`config.mk`:
```
export PLATFORM = sky130hd
export DESIGN_NAME = fetch_stage
export DESIGN_NICKNAME = d
export VERILOG_FILES = /design/src/rtl/pipe_pkg.sv /design/src/rtl/instr_mem.sv /design/src/rtl/fetch_stage.sv
export SDC_FILE = /design/constraint.sdc
export NUM_CORES = 1
export LEC_CHECK = 0
export CORE_AREA = 2 2 341 343
export CTS_CLUSTER_DIAMETER = 80
export CTS_CLUSTER_SIZE = 25
export DETAILED_ROUTE_END_ITERATION = 16
export DIE_AREA = 0 0 343 345
export HOLD_SLACK_MARGIN = 0.02
export PLACE_DENSITY = 0.57
export SLEW_MARGIN = 20
export SYNTH_ARGS = -nofsm -noshare
export SYNTH_HDL_FRONTEND = slang
export SYNTH_HIERARCHICAL = 1
export SYNTH_SLANG_ARGS = --single-unit
```
`constraint.sdc`:
```
create_clock -name CLK -period 2.12 [get_ports CLK]
set_clock_uncertainty 0.05 [all_clocks]
set_input_delay 0.636 -clock CLK [delete_from_list [all_inputs] [get_ports CLK]]
set_output_delay 0.636 -clock CLK [all_outputs]
set_load 0.01 [all_outputs]
```
`src/rtl/pipe_pkg.sv`:
```
// Shared pipeline definitions for the 5-stage core.
// Holds the datapath width, the reset PC and the bubble encoding, plus the
// IF/ID bundle type that the fetch stage produces and decode_stage consumes.
// No ports: package only.
package pipe_pkg;

  localparam int unsigned DATA_WIDTH = 32;
  localparam logic [DATA_WIDTH-1:0] RESET_PC  = 32'h0000_0000;
  localparam logic [DATA_WIDTH-1:0] NOP_INSTR = 32'h0000_0000;

  // One IF/ID pipeline slot: the fetched word, where it came from and the
  // sequential successor address. A cleared valid marks a bubble.
  typedef struct packed {
    logic [DATA_WIDTH-1:0] instr;
    logic [DATA_WIDTH-1:0] pc;
    logic [DATA_WIDTH-1:0] pc4;
    logic                  valid;
  } if_id_t;

endpackage

```
`src/rtl/instr_mem.sv`:
```
// Word-addressed instruction memory for the fetch stage.
// Read is combinational so the addressed word is available in the same cycle
// as the PC; write is synchronous and is used to load program images.
// Contents are deliberately never reset.
// Ports:
//   clk        in   rising-edge clock for writes
//   wr_en      in   write wr_data into word wr_addr on the clock edge
//   wr_addr    in   word index of the write
//   wr_data    in   word to write
//   rd_addr    in   word index of the read
//   rd_data    out  word at rd_addr (combinational)
module instr_mem #(
  parameter int unsigned DATA_WIDTH = pipe_pkg::DATA_WIDTH,
  parameter int unsigned DEPTH      = 32,
  parameter int unsigned AW         = $clog2(DEPTH)
) (
  input  logic                  clk,
  input  logic                  wr_en,
  input  logic [AW-1:0]         wr_addr,
  input  logic [DATA_WIDTH-1:0] wr_data,
  input  logic [AW-1:0]         rd_addr,
  output logic [DATA_WIDTH-1:0] rd_data
);

  logic [DATA_WIDTH-1:0] mem [DEPTH];

  // Synchronous load port; no reset so a program survives a core reset.
  always_ff @(posedge clk) begin
    if (wr_en) begin
      mem[wr_addr] <= wr_data;
    end
  end

  assign rd_data = mem[rd_addr];

endmodule

```
`src/rtl/fetch_stage.sv`:
```
// Instruction-fetch stage of the 5-stage pipeline.
// Owns the PC, the instruction memory and the IF/ID pipeline register that
// feeds decode. Loads, branch redirects and load-use stalls are applied with
// a fixed priority: load, then redirect, then stall, then normal fetch.
// Ports:
//   CLK            in   rising-edge clock
//   RST            in   asynchronous active-low reset
//   LD_EN          in   write LD_DATA to word LD_ADDR; freezes fetch
//   LD_ADDR        in   word index for the load
//   LD_DATA        in   instruction word to load
//   STALL          in   hold PC and IF/ID
//   PC_SRC         in   redirect PC to BRANCH_TARGET and flush IF/ID
//   BRANCH_TARGET  in   byte address of the redirect
//   IF_ID_INSTR    out  registered instruction
//   IF_ID_PC       out  registered PC of that instruction
//   IF_ID_PC4      out  registered PC+4
//   IF_ID_VALID    out  1 = real instruction, 0 = bubble
module fetch_stage
  import pipe_pkg::*;
#(
  parameter int unsigned           DATA_WIDTH      = pipe_pkg::DATA_WIDTH,
  parameter int unsigned           INSTR_MEM_DEPTH = 32,
  parameter logic [DATA_WIDTH-1:0] RESET_PC        = pipe_pkg::RESET_PC,
  parameter logic [DATA_WIDTH-1:0] NOP_INSTR       = pipe_pkg::NOP_INSTR,
  parameter int unsigned           AW              = $clog2(INSTR_MEM_DEPTH)
) (
  input  logic                  CLK,
  input  logic                  RST,
  input  logic                  LD_EN,
  input  logic [AW-1:0]         LD_ADDR,
  input  logic [DATA_WIDTH-1:0] LD_DATA,
  input  logic                  STALL,
  input  logic                  PC_SRC,
  input  logic [DATA_WIDTH-1:0] BRANCH_TARGET,
  output logic [DATA_WIDTH-1:0] IF_ID_INSTR,
  output logic [DATA_WIDTH-1:0] IF_ID_PC,
  output logic [DATA_WIDTH-1:0] IF_ID_PC4,
  output logic                  IF_ID_VALID
);

  logic [DATA_WIDTH-1:0] pc;
  logic [DATA_WIDTH-1:0] pc_plus4;
  logic [DATA_WIDTH-1:0] target_aligned;
  logic [DATA_WIDTH-1:0] fetch_word;
  logic [AW-1:0]         fetch_index;

  // Only the word-index bits of the PC address memory, so fetches past the
  // end of the array wrap back to word 0.
  assign fetch_index    = pc[AW+1:2];
  assign pc_plus4       = pc + DATA_WIDTH'(4);
  assign target_aligned = BRANCH_TARGET & ~DATA_WIDTH'(3);

  instr_mem #(
    .DATA_WIDTH (DATA_WIDTH),
    .DEPTH      (INSTR_MEM_DEPTH),
    .AW         (AW)
  ) u_instr_mem (
    .clk     (CLK),
    .wr_en   (LD_EN),
    .wr_addr (LD_ADDR),
    .wr_data (LD_DATA),
    .rd_addr (fetch_index),
    .rd_data (fetch_word)
  );

  // PC and IF/ID update. A load freezes the PC and emits bubbles so that a
  // half-written program is never fetched; a redirect beats a stall because
  // the stalled instruction sits on the wrong path and must be flushed.
  // On a bubble the PC fields keep their last value; only the instruction
  // and valid flag carry meaning.
  always_ff @(posedge CLK or negedge RST) begin
    if (!RST) begin
      pc          <= RESET_PC;
      IF_ID_INSTR <= NOP_INSTR;
      IF_ID_PC    <= '0;
      IF_ID_PC4   <= '0;
      IF_ID_VALID <= 1'b0;
    end else if (LD_EN) begin
      IF_ID_INSTR <= NOP_INSTR;
      IF_ID_VALID <= 1'b0;
    end else if (PC_SRC) begin
      pc          <= target_aligned;
      IF_ID_INSTR <= NOP_INSTR;
      IF_ID_VALID <= 1'b0;
    end else if (!STALL) begin
      pc          <= pc_plus4;
      IF_ID_INSTR <= fetch_word;
      IF_ID_PC    <= pc;
      IF_ID_PC4   <= pc_plus4;
      IF_ID_VALID <= 1'b1;
    end
  end

endmodule

```
==> results.toml <==
[status]
outcome = "complete, but fails checks"
violations = "setup timing"

[synth]
synth.top_cells.by_count = "1024 x edfxtp_1, 513 x mux2i_1, 232 x nand2_1"
synth_top_area_share_pct = 67.3
syn_inst = 2831
synth_flop_cell = "edfxtp_1"
syn-cell-area_um2 = 45700
syn_avg_cell_area_um2 = 16.1
synth.most_common_cell = "edfxtp_1"
synth-edff-count = 1024
ys_ff_latch = 1147
synth-seq-area-share_pct = 74.0
ys_types = 64
synth-async-reset-ratio_pct = 10.7
synthTopCellsByArea = "edfxtp_1 67%, mux2i_1 11%, dfrtp_1 6.7%"
yosys.area.top_type = "edfxtp_1"
ys_warn_count = 6

[critical_path]
critPathRequiredTime_ns = 2.62
arrival_ns = 2.79
critPathKind = "register to register"
worst_setup_path_end_kind = "register"
r2r_slack_ns = -0.16
r2r-end = "IF_ID_INSTR[30]"
cp-start-kind = "register"
r2r-start = "pc[2]"
rr_worst_depth = 10
critPathMaxFanout = 8

[final_layout]
area_growth_pct = 24.8
fin_area_um2 = 57000
drive_gt1_share_pct = 22.2
final_util_pct = 49.6
n_antenna_cell = 0
nets = 3408
fillers = 9688
layout.cells.non_filler = 4902

[clock_network]
cts_max_level = 2
cts_sinks = 1147
cts-root-buf = "clkbuf_16"
clkLatencyLatePin_ns = 0.67
cts_tree = "yes"
numCtsBuffers = 54
clk_pin_slew_ns = 0.10
clockBufferDepth = 3

[timing]
period_share_pct = 108
max_slew_margin_pct = 57.5
hold_violations = 0
fmax_mhz = 438
fin_ws_ns = -0.163
period_minus_slack_ns = 2.28
worst_slew_pin_slew_ns = 0.638
rsz0062_at_grt = "true"
maxSlewViolCount = 0
setup_viol = 44

[grt]
grt_pass1_wl_um = 175000
grt_max_degree = 39
grt_overflow = 0
antenna_found_initial = 1
grt_usage_pct = 19.8
grt_pass1_vias = 26800

[pwr]
p_clk_share_pct = 25.2
p_per_area_nw_per_um2 = 848
p_switching_mw = 12.9
cellInternalPower_mw = 35.4
p_comb_share_pct = 21.9
power_leakage_nw = 20.3
switching_share_pct = 26.8
seqPwrFrac_pct = 52.9
vdd_drop_max_mv = 0.737

[floorplan]
die_h_um = 345
initial_core_util_pct = 39.7
num_rows = 125
core_area_um2 = 115000
io_pins = 171
die-area_um2 = 118000
die_width_um = 343

[place]
finalWeightedCongestion = 0.845
dpl.hpwl_um = 74400
placedInstanceArea_um2 = 52600
dp.cells = 4702
port_buffers = 164

[route]
dr.pass1.iters = 7
vias = 26700
wl_per_cell_um = 24.8
viasPerCell = 5.44
antenna_left = 0
drtIter0Drc = 2298
routed_wl_um = 121000
drc = 0

[min_path]
hold_path.class = "input port to asynchronous set/reset pin"

[run]
drv_cap = 0
-- cell families (layout without fill, tap and decap cells) --
family | count (synthesis) | after routing | synth area share (%)
mux | 513 | 513 | 11.2
buf+inv | 189 | 732 | 2.44
flops | 1147 | 1147 | 74.0
other cells | 1 | 4 | 0.00821
xor+xnor | 14 | 14 | 0.268
simple gates | 537 | 538 | 5.50
compound gates | 429 | 429 | 6.48
fa+ha+maj | 1 | 1 | 0.0274
-- worst max-delay path by stage --
stage | startpoint | endpoint | slack [ns] | cells after the start
floorplan | LD_ADDR[0] | u_instr_mem/mem[10][0] | -0.25 | 2
global placement | LD_EN | u_instr_mem/mem[24][28] | -0.56 | 5
detailed placement | LD_EN | u_instr_mem/mem[24][20] | -0.56 | 5
CTS | pc[2] | IF_ID_INSTR[31] | -0.21 | 10
global route | pc[2] | IF_ID_INSTR[20] | -0.22 | 10
finish | pc[2] | IF_ID_INSTR[30] | -0.16 | 10
-- sequential cells by signal (all words and copies together), names as in the netlist --
name             count
IF_ID_PC            30
IF_ID_VALID          1
IF_ID_INSTR         32
u_instr_mem/mem   1024
IF_ID_PC4           30
pc                  30
-- stage by stage --
| step | setup WS [ns] | setup TNS [ns] | hold WS, ns | power, mW |
|---|---|---|---|---|
| 2_1_floorplan | -0.250 | -135.58 | 0.290 | 30.5 |
| 5_1_grt | -0.215 | -5.08 | 0.406 | 50.1 |
| 3_3_place_gp | -0.560 | -467.61 | 0.413 | 34.9 |
| 4_1_cts | -0.211 | -5.61 | 0.365 | 47.8 |
| 3_5_place_dp | -0.564 | -467.69 | 0.414 | 35.1 |
| 6_report | -0.163 | -2.38 | 0.390 | 48.4 |
-- critical path, stage by stage, from the launching register on --
cell and delay, ns:
dfrtp_4 0.52, buf_12 0.16, buf_12 0.15, buf_16 0.16, buf_8 0.15, clkbuf_16 0.16
mux2i_1 0.14, nand2_1 0.08, a31oi_1 0.26, nand3_1 0.13, a22o_1 0.19
-- metal layers --
layer	vias to the layer above	wire length [um]	track usage [%]
li1	12000	-	-
met1	13700	52700	27.6
met2	780	59700	33.6
met3	142	6460	2.04
met4	2	2480	4.23
met5	-	13	0
-- power by group through the flow --
stage	logic, mW	registers [mW]	clock network (mW)
floorplan	4.31	26.1	0
global placement	8.87	26.1	0
detailed placement	8.96	26.1	0
CTS	9.70	25.6	12.5
global route	11.2	25.7	13.2
finish	10.6	25.6	12.2
-- final cells by class --
type	count	area, um^2	share of cell area [%]
Clock buffer	88	1510	2.65
Clock inverter	13	150	0.263
Inverter	5	18.8	0.0329
Multi-Input combinational cell	1499	12200	21.3
Sequential cell	1147	33800	59.3
Tap cell	1524	1910	3.34
Timing Repair Buffer	626	7450	13.1
-- placed cells by master (no fill, tap or decap), types with 6 or more instances in the layout --
master and n:
dfrtp_1 122, mux2i_2 25, buf_8 16, dlygate4sd2_1 85
o21ai_0 35, nor2_1 27, nor3_2 21, mux2i_1 477
buf_16 16, a31oi_4 11, clkdlybuf4s50_1 70, nand3_2 40
nand3_1 78, a22oi_1 90, nor2_4 33, nor3_1 17
nand4_1 13, buf_12 123, clkbuf_1 32, nand3_4 8
buf_4 255, nand2_1 230, a21oi_1 102, clkdlybuf4s15_1 8
o211ai_1 15, mux2i_4 11, nor3_4 8, xnor2_1 10
o31a_1 6, clkbuf_16 72, a31oi_1 21, buf_6 33
a22oi_2 15, a22o_1 96, or4_4 7, edfxtp_1 1024
-- timing repair --
item | 4_1_cts | 5_1_grt
setup endpoints to repair | 159 | 74
setup buffers | 35 | 46
gates cloned | 12 | 18
hold buffers | 1 | 0
resized for setup | 229 | 194
pin swaps | 65 | 150
hold endpoints to repair | 34 | 0
No activity file was read; power rests on OpenSTA's default activity.
==> variant 1: new RTL, same settings <==
Make the reset (`RST`) synchronous in one clocked block. Comments in the files are not updated.
--- a/src/rtl/fetch_stage.sv
+++ b/src/rtl/fetch_stage.sv
@@ -70,3 +70,3 @@
   // and valid flag carry meaning.
-  always_ff @(posedge CLK or negedge RST) begin
+  always_ff @(posedge CLK) begin
     if (!RST) begin
Function: changed (a bounded check fails within 4 cycles, from zero or initial values and one cycle with RST low; the reset may be asserted at any time).
==> variant 1 against the original RTL <==
The run still ends with setup timing left. Largest cell class unchanged. Wire length shrank 4.0%. Count of clock-buffer cells in the layout grew 7. Final area shrank 3.1%. Sequential cell count is the same. Worst setup slack gained 140 ps. Area after synthesis shrank 0.62%.
Power is not compared: it rests on default switching activity, and its combinational part moved more than twofold at a synthesized area within 25%.
==> variant 1: results <==
synthesis:
  synth_compound_area_share_pct: 6.43
  ys_types: 56
  synthArstFlopShare_pct: 0
  synth_adder_area_share_pct: 0.0276
  ys_seq_area_share_pct: 73.1
  ys_top_cells_by_area: "edfxtp_1 (68%), mux2i_1 (12%), dfxtp_1 (5.4%), a21oi_1 (1.8%), a22oi_1 (1.7%)"
  ys.flop_type: "edfxtp_1"
  synth_xor_area_share_pct: 0.405
  synth_mux_area_share_pct: 12.1
  synth_commonest_cells: "edfxtp_1 (1,024), mux2i_1 (549), nand2_1 (203), a21oi_1 (163), dfxtp_1 (123)"
  postSynthAreaPerCell_um2: 15.5
global_route:
  grt_pass1_wl_um: 169000
  grtUsageTotal_pct: 19.1
  grt_use_met2_pct: 31.3
  grt_max_degree: 50
  grtUsageMet1_pct: 27.0
  grt_use_met3_pct: 2.31
  antenna_found_initial: 3
route:
  wl_per_cell_um: 23.7
  wl_met3_um: 6310
  wl_met2_um: 55600
  drc_errors: 0
  vias: 26300
  first_iter_violations: 2364
  detailedRoute.firstPassIterationCount: 6
  met1_length_um: 52200
hold_path:
  holdCritPathClass: "reg -> reg"
  min_from: "IF_ID_VALID"
finish:
  stdcell_count: 4918
  diodes: 0
  layout.nets: 3422
  drive_gt1_share_pct: 17.8
clock_network:
  htreeDepth: 2
  numCtsBuffers: 55
  clock_path_buffers: 3
  clk_latency_ps: 700
placed_design:
  dpl.hpwl_um: 74900
  preCtsSetupSlack_ps: -513
  dpl_cell_area_um2: 52500
  placed_cells: 4777
  place.gp.congestion: 0.867
power_and_ir_drop:
  combPwrFrac_pct: 9.6
  power_frac_seq_pct: 60.6
  power_uw: 41300
  vdd_ir_drop_max_mv: 0.623
timing:
  holdWs_ps: 405
  final.setup.worst_slack_ps: -27.6
  tns_ps: -33.1
  setup_viol_count_final: 5
worst_setup_path:
  cp_max_fo: 17
  r2r-end: "IF_ID_INSTR[7]"
  rr_worst_depth: 9
  reg2reg_slack_ps: -30
  r2r_start: "pc[2]"
  arrival_ps: 2670
outcome:
  violations: "setup timing"
  status: "finished with violations"
[variant 1: cell count changes after synthesis, sizes merged, moves of 13 or more]
cell / before / now
nand2: 232 / 203
nor2: 60 / 119
clkbuf: 85 / 99
dfxtp: 0 / 123
o211ai: 15 / 2
a21oi: 106 / 163
mux2i: 513 / 549
a22o: 96 / 65
dfrtp: 123 / 0
[variant 1: critical path: stages (launching register included)]
cell       delay [ps]
dfxtp_4           410
buf_12            190
bufbuf_16         340
mux2i_2           240
nand2_1           100
a31oi_2           200
buf_4             200
nand3_1           100
mux2i_1           140
nor2_1             50
[variant 1: area by class of cell]
type / instances / area [µm²]
fillers: 9802 / 59800
flip-flops and latches: 1147 / 33200
multi-input cells: 1574 / 11900
repair buffers: 562 / 6510
well taps: 1524 / 1910
clock buffers: 95 / 1590
clock inverters: 9 / 135
inverters: 7 / 26.3
[variant 1: repair_timing]
action,in CTS,in global routing
pin swaps,7,20
hold endpoints to repair,0,0
setup buffers,12,15
setup endpoints to repair,127,44
resized for setup,150,84
cloned,5,5
==> variant 2: new RTL, same flow settings <==
Without the edit above. Add an input register stage for `BRANCH_TARGET`, cleared by the reset; this delays it by one clock. The other inputs are not delayed to match.
--- a/src/rtl/fetch_stage.sv
+++ b/src/rtl/fetch_stage.sv
@@ -40,2 +40,12 @@
 
+  logic [DATA_WIDTH-1:0] BRANCH_TARGET_q;
+
+  always_ff @(posedge CLK or negedge RST) begin
+    if (!RST) begin
+      BRANCH_TARGET_q <= '0;
+    end else begin
+      BRANCH_TARGET_q <= BRANCH_TARGET;
+    end
+  end
+
   logic [DATA_WIDTH-1:0] pc;
@@ -50,3 +60,3 @@
   assign pc_plus4       = pc + DATA_WIDTH'(4);
-  assign target_aligned = BRANCH_TARGET & ~DATA_WIDTH'(3);
+  assign target_aligned = BRANCH_TARGET_q & ~DATA_WIDTH'(3);
 
Check against the original RTL: not equivalent (a bounded check fails within 4 cycles, from zero or initial values and one cycle with RST low).
==> variant 2 against the original RTL <==
The flow still finishes with violations (setup timing). Area after synthesis grew 1.3%. Sequential cell count rose by 30. Combinational power decreased by 4%. Wire length increased by 0.50%. Sequential power increased by 2%. Fmax down 0.29%. Worst setup slack got worse by 6.7 ps. Final cell count is 0.63% higher. Total power up 2.2%. Final area is 0.98% higher.
==> variant 2: results <==
synthesis:
  ys_top_cells_by_area: "edfxtp_1 (66%), mux2i_1 (11%), dfrtp_1 (8.3%), nand2_1 (1.9%), a22o_1 (1.8%)"
  ys_types: 58
  synth_commonest_cells: "edfxtp_1 (1,024), mux2i_1 (513), nand2_1 (237), dfrtp_1 (153), nand3_1 (124)"
  synthArstFlopShare_pct: 13.0
  ys_seq_area_share_pct: 74.7
clock_network:
  cts_resized: 311
  clk_latency_ps: 720
route:
  first_iter_violations: 2260
  via_per_inst: 5.41
  vias: 26700
  met1_length_um: 52100
  wl_per_cell_um: 24.7
  wl_met3_um: 6670
placed_design:
  placed_cells: 4713
  preCtsSetupSlack_ps: -613
  place.gp.congestion: 0.841
outcome:
  status: "finished with violations"
  violations: "setup timing"
finish:
  drive_gt1_share_pct: 22.5
  layout.nets: 3433
global_route:
  grt_use_met2_pct: 33.7
  grt_pass1_wl_um: 177000
  antenna_found_initial: 2
  grtUsageMet1_pct: 27.5
timing:
  final.setup.worst_slack_ps: -170
  setup_viol_count_final: 28
  tns_ps: -1900
  relSlewSlack_pct: 28.0
power_and_ir_drop:
  p_per_area_nw_per_um2: 858
  leakagePower_uw: 0.0206
hold_path:
  holdCritPathClass: "in -> reg"
[variant 2: changes by cell type in the layout (fill, tap and decap cells not counted), sizes merged, moves of 10 or more]
cell           change
buf               +16
dfrtp             +30
or4               -11
nor3              +13
clkdlybuf4s15     +18
dlygate4sd2       -20
o21ai             +15
o211ai            -15
xor2              +10
clkbuf            -11
[variant 2: critical path, stage by stage, from the launching register on]
cell	delay, ps
dfrtp_4	540
buf_12	180
buf_8	150
buf_16	140
buf_6	120
mux2i_1	140
a22o_1	160
nor3_2	40
a31oi_2	280
nand3_2	170
a22o_1	210
[variant 2: kinds of logic (layout without fill, tap and decap cells)]
| group | count (synthesis) | in the layout | synth area share [%] |
|---|---|---|---|
| xor+xnor | 27 | 27 | 0.511 |
| compound gates | 419 | 419 | 6.11 |
| simple gates | 528 | 528 | 5.36 |
| flops | 1177 | 1177 | 74.7 |
| buf+inv | 182 | 738 | 2.17 |
| other cells | 1 | 5 | 0.00810 |
| fa+ha+maj | 1 | 1 | 0.0270 |
| mux | 514 | 514 | 11.1 |
[variant 2: area by class of cell]
type | instances | area, µm²
well taps | 1524 | 1910
repair buffers | 625 | 7100
multi-input cells | 1493 | 12100
clock buffers | 89 | 1590
clock inverters | 21 | 302
flip-flops and latches | 1177 | 34600
fillers | 9631 | 57500
diodes | 1 | 2.50
inverters | 3 | 11.3
[variant 2: final timing paths]
check / to / slack (ps)
worst max-delay path: IF_ID_INSTR[21] / -170
worst min-delay path: BRANCH_TARGET_q[19] / 340
worst max register to register: IF_ID_INSTR[21] / -170
worst min register to register: IF_ID_PC[12] / 430
max in group asynchronous: BRANCH_TARGET_q[28] / 990
min in group asynchronous: pc[9] / 410
